### src/rtl/aes_job_ctrl.sv
// Command/result sequencer in front of an AES core: key loads, encrypt/decrypt issue with credit, ordered result FIFO.
// Optional: define AES_JOB_CTRL_ERR_RESP_EN to answer enc/dec commands issued before any key with an error entry.
module aes_job_ctrl #(
   parameter int FIFO_DEPTH = 4
) (
   input  logic         clk,
   input  logic         rst_n,
   input  logic         cmd_valid,
   output logic         cmd_ready,
   input  logic [1:0]   cmd_op,
   input  logic [127:0] cmd_data,
   output logic         res_valid,
   input  logic         res_ready,
   output logic [127:0] res_data,
   output logic         res_err,
   output logic         load_new_key,
   output logic [127:0] cipher_key,
   output logic         enc_in_valid,
   output logic [127:0] plain_text,
   output logic         dec_in_valid,
   output logic [127:0] cipher_text_in,
   input  logic         enc_out_valid,
   input  logic [127:0] cipher_text_out,
   input  logic         dec_out_valid,
   input  logic [127:0] plain_text_out,
   input  logic         done_key_expansion,
   input  logic         key_is_valid,
   output logic         busy
);

   localparam int PW = (FIFO_DEPTH > 1) ? $clog2(FIFO_DEPTH) : 1;
   localparam int CW = PW + 1;
   localparam logic [CW:0] DEPTH_W = (CW + 1)'(FIFO_DEPTH);

`ifdef AES_JOB_CTRL_ERR_RESP_EN
   localparam bit ERR_RESP = 1'b1;
`else
   localparam bit ERR_RESP = 1'b0;
`endif

   localparam logic [1:0] OP_KEY = 2'b00;
   localparam logic [1:0] OP_ENC = 2'b01;
   localparam logic [1:0] OP_DEC = 2'b10;
   localparam logic [1:0] OP_RSV = 2'b11;

   typedef enum logic [2:0] {
      IDLE,
      KEY_LOAD,
      KEY_WAIT,
      RUN,
      DRAIN
   } state_t;

   state_t          state;
   logic            last_op_dec;
   logic [CW-1:0]   inflight;
   logic [CW-1:0]   fifo_count;
   logic [PW-1:0]   wr_ptr;
   logic [PW-1:0]   rd_ptr;
   logic [127:0]    fifo_data [FIFO_DEPTH];
   logic [FIFO_DEPTH-1:0] fifo_err;

   logic [CW:0]     used;
   logic            has_credit;
   logic            is_blk_op;
   logic            op_match;
   logic            cmd_fire;
   logic            accept_key;
   logic            accept_enc;
   logic            accept_dec;
   logic            issue;
   logic            err_push;
   logic            aes_out;
   logic            fifo_push;
   logic            fifo_pop;
   logic [127:0]    push_data;
   logic            unused_key_is_valid;

   assign unused_key_is_valid = key_is_valid;

   // Outstanding work (buffered plus in the core) must never exceed the FIFO, so core outputs always have a slot.
   assign used       = {1'b0, fifo_count} + {1'b0, inflight};
   assign has_credit = (used < DEPTH_W);
   assign is_blk_op  = (cmd_op == OP_ENC) || (cmd_op == OP_DEC);
   assign op_match   = (((cmd_op == OP_DEC) == last_op_dec) || (inflight == '0));

   always_comb begin
      cmd_ready = 1'b0;
      case (state)
         IDLE: begin
            if (cmd_op == OP_KEY) begin
               cmd_ready = 1'b1;
            end else if (is_blk_op) begin
               cmd_ready = ERR_RESP && has_credit;
            end
         end
         RUN: begin
            case (cmd_op)
               OP_KEY:  cmd_ready = (inflight == '0);
               OP_RSV:  cmd_ready = 1'b1;
               default: cmd_ready = has_credit && op_match;
            endcase
         end
         default: cmd_ready = 1'b0;
      endcase
      if (!rst_n) begin
         cmd_ready = 1'b0;
      end
   end

   assign cmd_fire   = cmd_valid && cmd_ready;
   assign accept_key = cmd_fire && (cmd_op == OP_KEY);
   assign accept_enc = cmd_fire && (state == RUN) && (cmd_op == OP_ENC);
   assign accept_dec = cmd_fire && (state == RUN) && (cmd_op == OP_DEC);
   assign issue      = accept_enc || accept_dec;
   assign err_push   = ERR_RESP && cmd_fire && (state == IDLE) && is_blk_op;

   // Core outputs arriving in IDLE belong to work discarded by reset.
   assign aes_out   = (enc_out_valid || dec_out_valid) && (state != IDLE) && (inflight != '0);
   assign fifo_push = aes_out || err_push;
   assign fifo_pop  = res_valid && res_ready;
   assign push_data = err_push ? '0 : (enc_out_valid ? cipher_text_out : plain_text_out);

   always_ff @(posedge clk or negedge rst_n) begin
      if (!rst_n) begin
         state          <= IDLE;
         load_new_key   <= 1'b0;
         enc_in_valid   <= 1'b0;
         dec_in_valid   <= 1'b0;
         cipher_key     <= '0;
         plain_text     <= '0;
         cipher_text_in <= '0;
         last_op_dec    <= 1'b0;
      end else begin
         load_new_key <= 1'b0;
         enc_in_valid <= accept_enc;
         dec_in_valid <= accept_dec;
         if (accept_enc) begin
            plain_text <= cmd_data;
         end
         if (accept_dec) begin
            cipher_text_in <= cmd_data;
         end
         if (issue) begin
            last_op_dec <= accept_dec;
         end
         case (state)
            IDLE: begin
               if (accept_key) begin
                  cipher_key   <= cmd_data;
                  load_new_key <= 1'b1;
                  state        <= KEY_LOAD;
               end
            end
            KEY_LOAD: state <= KEY_WAIT;
            KEY_WAIT: begin
               if (done_key_expansion) begin
                  state <= RUN;
               end
            end
            RUN: begin
               if (accept_key) begin
                  cipher_key   <= cmd_data;
                  load_new_key <= 1'b1;
                  state        <= KEY_LOAD;
               end else if (cmd_valid && !cmd_ready &&
                            ((cmd_op == OP_KEY) || (is_blk_op && !op_match))) begin
                  state <= DRAIN;
               end
            end
            DRAIN: begin
               if (inflight == '0) begin
                  state <= RUN;
               end
            end
            default: state <= IDLE;
         endcase
      end
   end

   always_ff @(posedge clk or negedge rst_n) begin
      if (!rst_n) begin
         inflight <= '0;
      end else if (issue && !aes_out) begin
         inflight <= inflight + CW'(1);
      end else if (aes_out && !issue) begin
         inflight <= inflight - CW'(1);
      end
   end

   always_ff @(posedge clk or negedge rst_n) begin
      if (!rst_n) begin
         fifo_count <= '0;
         wr_ptr     <= '0;
         rd_ptr     <= '0;
         fifo_err   <= '0;
      end else begin
         if (fifo_push) begin
            fifo_err[wr_ptr] <= err_push;
            wr_ptr           <= wr_ptr + PW'(1);
         end
         if (fifo_pop) begin
            rd_ptr <= rd_ptr + PW'(1);
         end
         if (fifo_push && !fifo_pop) begin
            fifo_count <= fifo_count + CW'(1);
         end else if (fifo_pop && !fifo_push) begin
            fifo_count <= fifo_count - CW'(1);
         end
      end
   end

   always_ff @(posedge clk) begin
      if (fifo_push) begin
         fifo_data[wr_ptr] <= push_data;
      end
   end

   assign res_valid = (fifo_count != '0);
   assign res_data  = res_valid ? fifo_data[rd_ptr] : '0;
   assign res_err   = res_valid ? fifo_err[rd_ptr] : 1'b0;
   assign busy      = ((state != IDLE) && (state != RUN)) || (inflight != '0);

endmodule

### config.mk
export PLATFORM = sky130hd
export DESIGN_NAME = aes_job_ctrl
export DESIGN_NICKNAME = d
export VERILOG_FILES = /design/src/rtl/aes_job_ctrl.sv
export SDC_FILE = /design/constraint.sdc
export NUM_CORES = 1
export LEC_CHECK = 0
export CAP_MARGIN = 40
export CORE_AREA = 2 2 357 359
export CTS_CLUSTER_SIZE = 24
export DETAILED_ROUTE_END_ITERATION = 10
export DIE_AREA = 0 0 359 361
export HOLD_SLACK_MARGIN = 0.15
export SETUP_SLACK_MARGIN = 0.2
export SLEW_MARGIN = 20
export SYNTH_ARGS = -nofsm -noshare
export SYNTH_HDL_FRONTEND = slang
export SYNTH_SLANG_ARGS = --single-unit
export TNS_END_PERCENT = 50
### constraint.sdc
create_clock -name clk -period 6.45 [get_ports clk]
set_clock_uncertainty 0.1 [all_clocks]
set_input_delay 0.645 -clock clk [delete_from_list [all_inputs] [get_ports clk]]
set_output_delay 0.645 -clock clk [all_outputs]
set_load 0.005 [all_outputs]
==> flow_summary_export.csv, run 1 <==
group,metric,value,unit
drt,routedWlPerCell,22.3,microns
setup_path,arrival,3.47,ns
grt,grt_start_max_net_pins,156,
yosys,synth.most_common_cell,"edfxtp_1",
setup_path,cp-start-kind,"flip-flop",
yosys,synthesis.nets,2288,
yosys,syn_avg_cell_area,19.5,sq um
setup_path,required,5.70,ns
final_layout,multiInputGateArea,10600,sq um
drt,num_vias,20500,
place,port_buffers,911,
setup_path,cp-endpoint,"res_data[94]",
drt,routed_via_density,4.49,
hold_path,hold_class,"flip-flop to flip-flop",
grt,grt_antenna_before_repair,17,
yosys,synth_flop_cell,"edfxtp_1",
sta,fmax,0.237,GHz
setup_path,regToRegStartpoint,"inflight[0]",
clock_network,cts-root-buf,"clkbuf_16",
floorplan,design.core.area,125000,sq um
power,fin_total_pwr,0.0225,W
power,p_per_area,439,nW/um^2
drt,first_iter_violations,1112,
setup_path,timing.rr.end,"cipher_key[69]",
place,dp_hpwl,68600,microns
drt,highest_layer,"met5",
drt,drt-total-wl,102000,microns
floorplan,start_util,0.292,
drt,wl_met1,40400,microns
final_layout,register_area,25500,sq um
yosys,seq_area_frac_synth,0.697,
yosys,synth_top_area_share,0.420,
setup_path,startpoint,"rd_ptr[0]",
yosys,async_flop_share,0.442,
floorplan,die_h,361,microns
yosys,netlist_area,36600,sq um
grt,grt_pass1_wl,149000,microns
sta,relSlewSlack,0.276,
sta,fin_setup_tns,0,ns
drt,firstDrtPassIters,5,
power,leakagePower,19.8,nW
final_layout,fin_nets,3225,
sta,finalHoldViolations,0,
clock_network,numCtsBuffers,101,
yosys,synth_area_leader_cell,"edfxtp_1",
final_layout,fin_util,0.408,
final_layout,areaGrowthSynthToFinish,39.9,%
floorplan,fp.dieW,359,microns
drt,postRouteAntennaNets,0,
yosys,synth.distinct_cells,39,
clock_network,cts_tree,"built",
sta,fin_hold_ws,0.397,ns
yosys,synthTopCellsByCount,"edfxtp_1, dfrtp_1, mux2_2, and2_1, mux4_2",
setup_path,crit_type,"flip-flop to primary output",
clock_network,clkTransAtPathRegs,0.06,ns
sta,slew_viol_final,0,
power,vdd.ir_drop.worst,0.000250,V
floorplan,die_area,130000,sq um
sta,rsz0062_at_grt,"false",
yosys,ys_warn_count,0,
grt,grt_pass1_vias,21800,
sta,worstMarginPinSlew,1.09,ns
drt,route.met3.wl,7980,microns
floorplan,io_pins,913,
drt,wl_met2,49500,microns
floorplan,row_count,130,
clock_network,clk-insertion-delay-late,0.71,ns
setup_path,worst-path-max-fanout,55,
run_status,status,"finished, final reports clean",
yosys,synth_enable_flop_cells,512,
yosys,synth_cells,1880,
setup_path,r2r_cells,6,
sta,layout_min_cycle_time,4.21,ns
drt,route.detailed.drc,0,
setup_path,rrSetupSlack,3.04,ns
clock_network,cts.sinks,917,
setup_path,crit_path_end_kind,"primary output",
clock_network,cts_max_path_buffers,3,
yosys,synth_top_cells_by_area,"edfxtp_1, dfrtp_1, mux2_2",
clock_network,htree_num_levels,3,
final_layout,fill_cells,11400,
grt,globalRouteTotalUtil,0.154,
flow_run,cap_violations,0,
place,gp_congestion,0.793,
sta,min_period_over_period,0.653,
final_layout,drive_gt1_frac,0.288,
grt,grt_overflow_total,0,
sta,setup-violations-final,0,
yosys,synth-seq-cells,917,
-- layout by cell type (no fill, tap or decap), types with 3 or more instances in the layout --
master and n:
inv_1 9, buf_4 11, ha_1 12, nand4_1 3, nand2_1 4, or3_1 3
clkbuf_16 101, and2_1 129, xnor2_1 5, nor2b_1 5, clkbuf_1 13, clkdlybuf4s50_1 909
bufinv_16 15, mux2_4 109, clkinv_1 19, nand3_1 5, nor2_1 7, inv_6 7
mux4_2 129, dfrtp_1 403, xor2_1 6, edfxtp_1 512, clkinv_2 19, mux2_2 405
and2_4 5, clkinv_16 3, clkbuf_8 8, diode_2 8, buf_12 11
-- how the worst min path moves through the flow --
stage                  startpoint                 to  slack, ns  depth (start not counted)
finish              fifo_count[2]      fifo_count[2]       0.40                          1
global route        fifo_count[2]      fifo_count[2]       0.41                          1
CTS                 enc_out_valid  fifo_data[1][119]       0.37                          2
detailed placement    fifo_err[0]        fifo_err[0]       0.39                          1
global placement      fifo_err[3]        fifo_err[3]       0.38                          1
floorplan                   rst_n      cipher_key[0]       0.25                          0
-- layout make-up --
type,count,share of cell area
Sequential cell,917,0.498
Multi-Input combinational cell,852,0.207
Timing Repair Buffer,936,0.185
Clock buffer,122,0.0525
Tap cell,1650,0.0403
Clock inverter,67,0.0159
Inverter,9,0.000660
Antenna cell,8,0.000391
-- registers in the layout, summed over array words and instances, names as in the netlist --
name	flops
dec_in_valid	1
cipher_key	128
fifo_err	4
last_op_dec	1
cipher_text_in	128
rd_ptr	2
state	3
load_new_key	1
plain_text	128
wr_ptr	2
fifo_data	512
fifo_count	3
enc_in_valid	1
inflight	3
-- stage by stage --
step           area, sq um  worst slack [ns]  cells
5_1_grt              51200              1.93   4555
6_report             51200              2.24   4561
2_1_floorplan        36600              1.80   1880
3_3_place_gp         47600              2.24   4361
4_1_cts              51200              2.06   4552
3_5_place_dp         47600              2.25   4362
-- timing repair --
item                                    CTS  global route
endpoints found under the setup margin    0             0
endpoints found under the hold margin    91             0
buffers inserted                          0             0
gates resized for setup                   0             0
hold buffers                              1             0
-- per-layer routing --
layer / global-route usage / vias to the layer above
met5: 0 / -
met2: 0.254 / 689
met1: 0.184 / 10600
li1: - / 9055
met4: 0.0635 / 8
met3: 0.0530 / 180
-- power breakdown --
group	internal, W	leakage [nW]	switching (W)
Clock	0.00359	1.72	0.00245
Combinational	0.00469	8.02	0.00304
Sequential	0.00796	10.0	0.000730
Total	0.0162	19.8	0.00622
-- cell families (layout without fill, tap and decap cells) --
kind of cell	after synthesis	count (layout)	share of synthesized area
xor gates and xnor gates	11	11	0.00263
and+or+nand+nor	174	174	0.0295
adders and majority gates	14	14	0.00519
DFF	917	917	0.697
buffers and inverters	111	1134	0.0152
AOI/OAI and AO/OA	10	10	0.00205
other	0	8	0
muxes	643	643	0.249
-- worst max-delay path, cell delays in order (launching register included) --
cell and delay (ns):
dfrtp_4 0.90, buf_12 0.43, mux4_2 0.56, and2_1 0.17
clkdlybuf4s50_1 0.57
Power figures use the tool's default switching activity.
==> inputs of run 2 (changes only) <==
- clock period: 6.45 -> 4.02 ns (I/O delays scaled with it)
==> flow_summary_export.csv, run 2 (same netlist as run 1, synthesis figures left out) <==
group,metric,value,unit
run_status,status,"finished, final reports clean",
clock_network,cts.sinks,917,
clock_network,postCtsSetupBuffers,0,
sta,layout_min_cycle_time,3.57,ns
setup_path,required,3.52,ns
final_layout,regMostFlops,"fifo_data",
drt,num_vias,20600,
grt,met3_usage,0.0534,
setup_path,arrival,3.06,ns
drt,first_iter_violations,1007,
sta,slew_viol_final,0,
floorplan,design.core.area,125000,sq um
setup_path,cp-start-kind,"flip-flop",
grt,grt_antenna_before_repair,15,
place,place_ws,0.379,ns
clock_network,cts_hold_buf,2,
floorplan,row_count,130,
power,pwr-share-clk,0.256,
sta,worst_slack,0.455,ns
clock_network,cts_tree,"built",
power,p_per_area,694,nW/um^2
final_layout,fill_cells,11500,
power,internal-power,0.0258,W
drt,route.detailed.drc,0,
power,fin_total_pwr,0.0357,W
final_layout,final_common_cell,"clkdlybuf4s50_1",
clock_network,clkTransAtPathRegs,0.06,ns
clock_network,htree_num_levels,3,
place,port_buffers,911,
power,p_sw,0.00987,W
grt,grt_start_max_net_pins,154,
power,power_frac_seq,0.389,
floorplan,io_pins,913,
power,swShare,0.276,
grt,grt_overflow_total,0,
final_layout,areaGrowthSynthToFinish,40.4,%
clock_network,numCtsBuffers,99,
floorplan,die_area,130000,sq um
sta,relSlewSlack,0.253,
grt,grt_pass1_wl,152000,microns
grt,use_met2,0.271,
setup_path,crit_path_end_kind,"primary output",
hold_path,hold_class,"input port to flip-flop",
grt,met1_usage,0.189,
final_layout,largest_reg_flops,512,
clock_network,ctsResizeCount,0,
setup_path,worst-path-max-fanout,6,
place,dp_hpwl,75000,microns
sta,rsz0062_at_grt,"false",
drt,postRouteAntennaNets,0,
final_layout,fin_util,0.410,
final_layout,fin_nets,3268,
power,vdd.ir_drop.worst,0.000360,V
sta,min_period_over_period,0.887,
final_layout,drive_gt1_frac,0.295,
place,gp_congestion,0.800,
sta,fmax,0.281,GHz
drt,firstDrtPassIters,4,
floorplan,die_h,361,microns
sta,fin_hold_ws,0.270,ns
power,leakagePower,19.9,nW
drt,drt-total-wl,104000,microns
clock_network,cts-root-buf,"clkbuf_16",
floorplan,start_util,0.292,
grt,globalRouteTotalUtil,0.158,
grt,grt_pass1_vias,21900,
grt,top_usage_layer,"met2",
power,power_frac_comb,0.354,
clock_network,cts_max_path_buffers,3,
final_layout,mostFrequentLayoutCells,"clkdlybuf4s50_1, edfxtp_1, mux2_2",
drt,routed_via_density,4.48,
clock_network,clk-insertion-delay-late,0.70,ns
setup_path,rrSetupSlack,0.93,ns
sta,finalHoldViolations,0,
floorplan,fp.dieW,359,microns
setup_path,crit_type,"flip-flop to primary output",
sta,setup-violations-final,0,
drt,routedWlPerCell,22.7,microns
sta,worstMarginPinSlew,1.12,ns
flow_run,cap_violations,0,
[run 2: changes by cell type in the layout (fill, tap and decap cells not counted), sizes merged, moves of 2 or more]
cell / change
buf: +44
bufinv: -5
clkbuf: +10
clkinv: -8
clkinvlp: +2
diode: -7
inv: -6
[run 2: layout make-up]
| type | count | area, sq um | area share |
|---|---|---|---|
| clock inverter | 50 | 588 | 0.0114 |
| antenna | 1 | 2.50 | 0.0000487 |
| inverter | 9 | 33.8 | 0.000657 |
| clock buffer | 132 | 2690 | 0.0524 |
| timing repair buffer | 981 | 9930 | 0.193 |
| tap | 1650 | 2060 | 0.0402 |
| sequential | 917 | 25500 | 0.496 |
| multi-input combinational | 852 | 10600 | 0.206 |
[run 2: metal layers]
metal / wire length (microns) / part of all wire
met1: 41500 / 0.40
met2: 52400 / 0.50
met3: 7840 / 0.075
met4: 2420 / 0.023
met5: 103 / 0.00099
[run 2: critical path: stages, from the launching register on]
cell,delay [ns]
dfrtp_1,0.41
ha_1,0.30
nor3_1,0.21
a21boi_0,0.13
or2_1,0.36
nor2_1,0.14
a32o_1,0.13
clkdlybuf4s50_1,0.67
[run 2: final timing paths]
path / start / endpoint / cells after the start
min: res_ready / rd_ptr[1] / 3
max: inflight[2] / cmd_ready / 7
max reg2reg: inflight[2] / inflight[2] / 11
min reg2reg: fifo_err[3] / fifo_err[3] / 1
max in group asynchronous: rst_n / cipher_text_in[73] / 5
min in group asynchronous: rst_n / cipher_text_in[14] / 3
[run 2: power by group through the flow]
stage	clock network (W)	logic (W)	registers [W]
final	0.00915	0.0126	0.0139
after global routing	0.00981	0.0135	0.0142
after CTS	0.00947	0.0130	0.0139
after floorplan	0	0.00550	0.0139
after detailed placement	0	0.0129	0.0141
after global placement	0	0.0129	0.0140
[run 2: metrics by stage]
stage | cell area, sq um | TNS (ns) | instances
floorplan | 36600 | -58.11 | 1880
detailed placement | 48100 | 0 | 4407
CTS | 51400 | 0 | 4591
global placement | 48100 | 0 | 4406
global route | 51400 | 0 | 4591
finish | 51400 | 0 | 4592
==> inputs of run 3 (changes only) <==
- GPL_ROUTABILITY_DRIVEN: default -> 1
- clock period: 4.02 -> 3.9 ns (I/O delays scaled with it)
==> flow_summary_export.csv, run 3 (same netlist as run 1, synthesis figures left out) <==
group,metric,value,unit
run_status,status,"finished, final reports clean",
drt,first_iter_violations,1017,
final_layout,mostFrequentLayoutCells,"clkdlybuf4s50_1, edfxtp_1, mux2_2",
drt,routed_via_density,4.47,
drt,firstDrtPassIters,6,
sta,worst_slack,0.424,ns
floorplan,design.core.area,125000,sq um
drt,drt-total-wl,104000,microns
final_layout,areaGrowthSynthToFinish,39.8,%
power,vdd.ir_drop.worst,0.000399,V
final_layout,fin_nets,3259,
setup_path,crit_path_end_kind,"primary output",
floorplan,die_area,130000,sq um
grt,use_met2,0.264,
sta,slew_viol_final,0,
grt,top_usage_layer,"met2",
grt,globalRouteTotalUtil,0.157,
final_layout,stdcell_area,51200,sq um
clock_network,cts-root-buf,"clkbuf_16",
grt,grt_start_max_net_pins,136,
drt,routedWlPerCell,22.7,microns
sta,worstMarginPinSlew,0.981,ns
setup_path,crit_slowest_cell,"dfrtp_4",
setup_path,arrival,2.99,ns
grt,met1_usage,0.187,
sta,finalHoldViolations,0,
grt,grt_pass1_vias,21700,
place,dp_hpwl,74600,microns
drt,postRouteAntennaNets,0,
flow_run,cap_violations,0,
sta,layout_min_cycle_time,3.48,ns
setup_path,cp-start-kind,"flip-flop",
sta,fmax,0.288,GHz
clock_network,clk-insertion-delay-late,0.70,ns
final_layout,final_common_cell,"clkdlybuf4s50_1",
sta,relSlewSlack,0.346,
place,port_buffers,911,
power,p_per_area,709,nW/um^2
place,dpl_cell_area,48000,sq um
drt,num_vias,20500,
floorplan,row_count,130,
power,leakagePower,19.8,nW
place,gp_congestion,0.798,
setup_path,cp_cell_sequence,"buf_12 > mux4_2 > and2_1 > clkdlybuf4s50_1",
setup_path,worst-path-max-fanout,46,
final_layout,drive_gt1_frac,0.294,
final_layout,fin_util,0.408,
setup_path,crit_type,"flip-flop to primary output",
setup_path,critPathMaxStageDelay,0.59,ns
clock_network,numCtsBuffers,98,
sta,rsz0062_at_grt,"false",
grt,met3_usage,0.0538,
clock_network,cts_max_path_buffers,3,
grt,grt_pass1_wl,151000,microns
sta,min_period_over_period,0.891,
final_layout,largest_reg_flops,512,
grt,grt_overflow_total,0,
clock_network,cts_tree,"built",
hold_path,hold_class,"input port to flip-flop",
drt,route.detailed.drc,0,
clock_network,htree_num_levels,3,
grt,grt_antenna_before_repair,20,
floorplan,fp.dieW,359,microns
floorplan,io_pins,913,
floorplan,die_h,361,microns
floorplan,start_util,0.292,
setup_path,required,3.41,ns
clock_network,cts.sinks,917,
clock_network,clkTransAtPathRegs,0.06,ns
place,place_ws,0.260,ns
sta,setup-violations-final,0,
final_layout,regMostFlops,"fifo_data",
run 3: final timing paths:
check | start | to | slack, ns | depth (start not counted)
worst min register to register | fifo_err[0] | fifo_err[0] | 0.40 | 1
max in group asynchronous | rst_n | cipher_key[82] | 1.58 | 5
worst min-delay path | res_ready | rd_ptr[1] | 0.26 | 3
worst max register to register | inflight[0] | cipher_key[73] | 0.76 | 6
worst max-delay path | rd_ptr[0] | res_data[87] | 0.42 | 4
min in group asynchronous | rst_n | state[1] | 0.32 | 3
run 3: report_power, final:
group	leakage [nW]	total [W]	switching, W	internal (W)
clock network	1.53	0.00897	0.00384	0.00513
logic	8.24	0.0131	0.00519	0.00791
registers	10.0	0.0142	0.00108	0.0131
run 3: metal layers:
metal	up-vias	routed length (microns)
met3	149	7970
met5	-	80
li1	9120	-
met4	14	2960
met1	10600	41900
met2	641	51000
run 3: what timing repair did:
action,4_1_cts,5_1_grt
setup endpoints to repair,1,2
cloned,0,0
endpoints found under the hold margin,134,0
setup buffers,0,0
hold buffers,2,0
resized for setup,1,1
run 3: worst max-delay path, delay by kind of cell, from the launching register on:
kind | cells | cell delay [ns]
buf+inv | 2 | 0.83
simple gates | 1 | 0.24
mux | 1 | 0.55
flops | 1 | 0.59
run 3: cell type report:
cell class              instances  area [sq um]
clock buffers                 128          2730
flip-flops and latches        917         25500
diodes                          4          10.0
inverters                       9          33.8
fillers                     11500         74200
repair buffers                973          9880
multi-input cells             852         10600
clock inverters                50           385
well taps                    1650          2060
run 3: metrics by stage:
step           hold slack (ns)  power [W]  TNS [ns]  std cells
2_1_floorplan         -0.00559     0.0200    -73.59       1880
3_3_place_gp             0.379     0.0277         0       4398
3_5_place_dp             0.387     0.0278         0       4398
4_1_cts                  0.172     0.0369         0       4578
5_1_grt                  0.209     0.0381         0       4581
6_report                 0.261     0.0363         0       4583
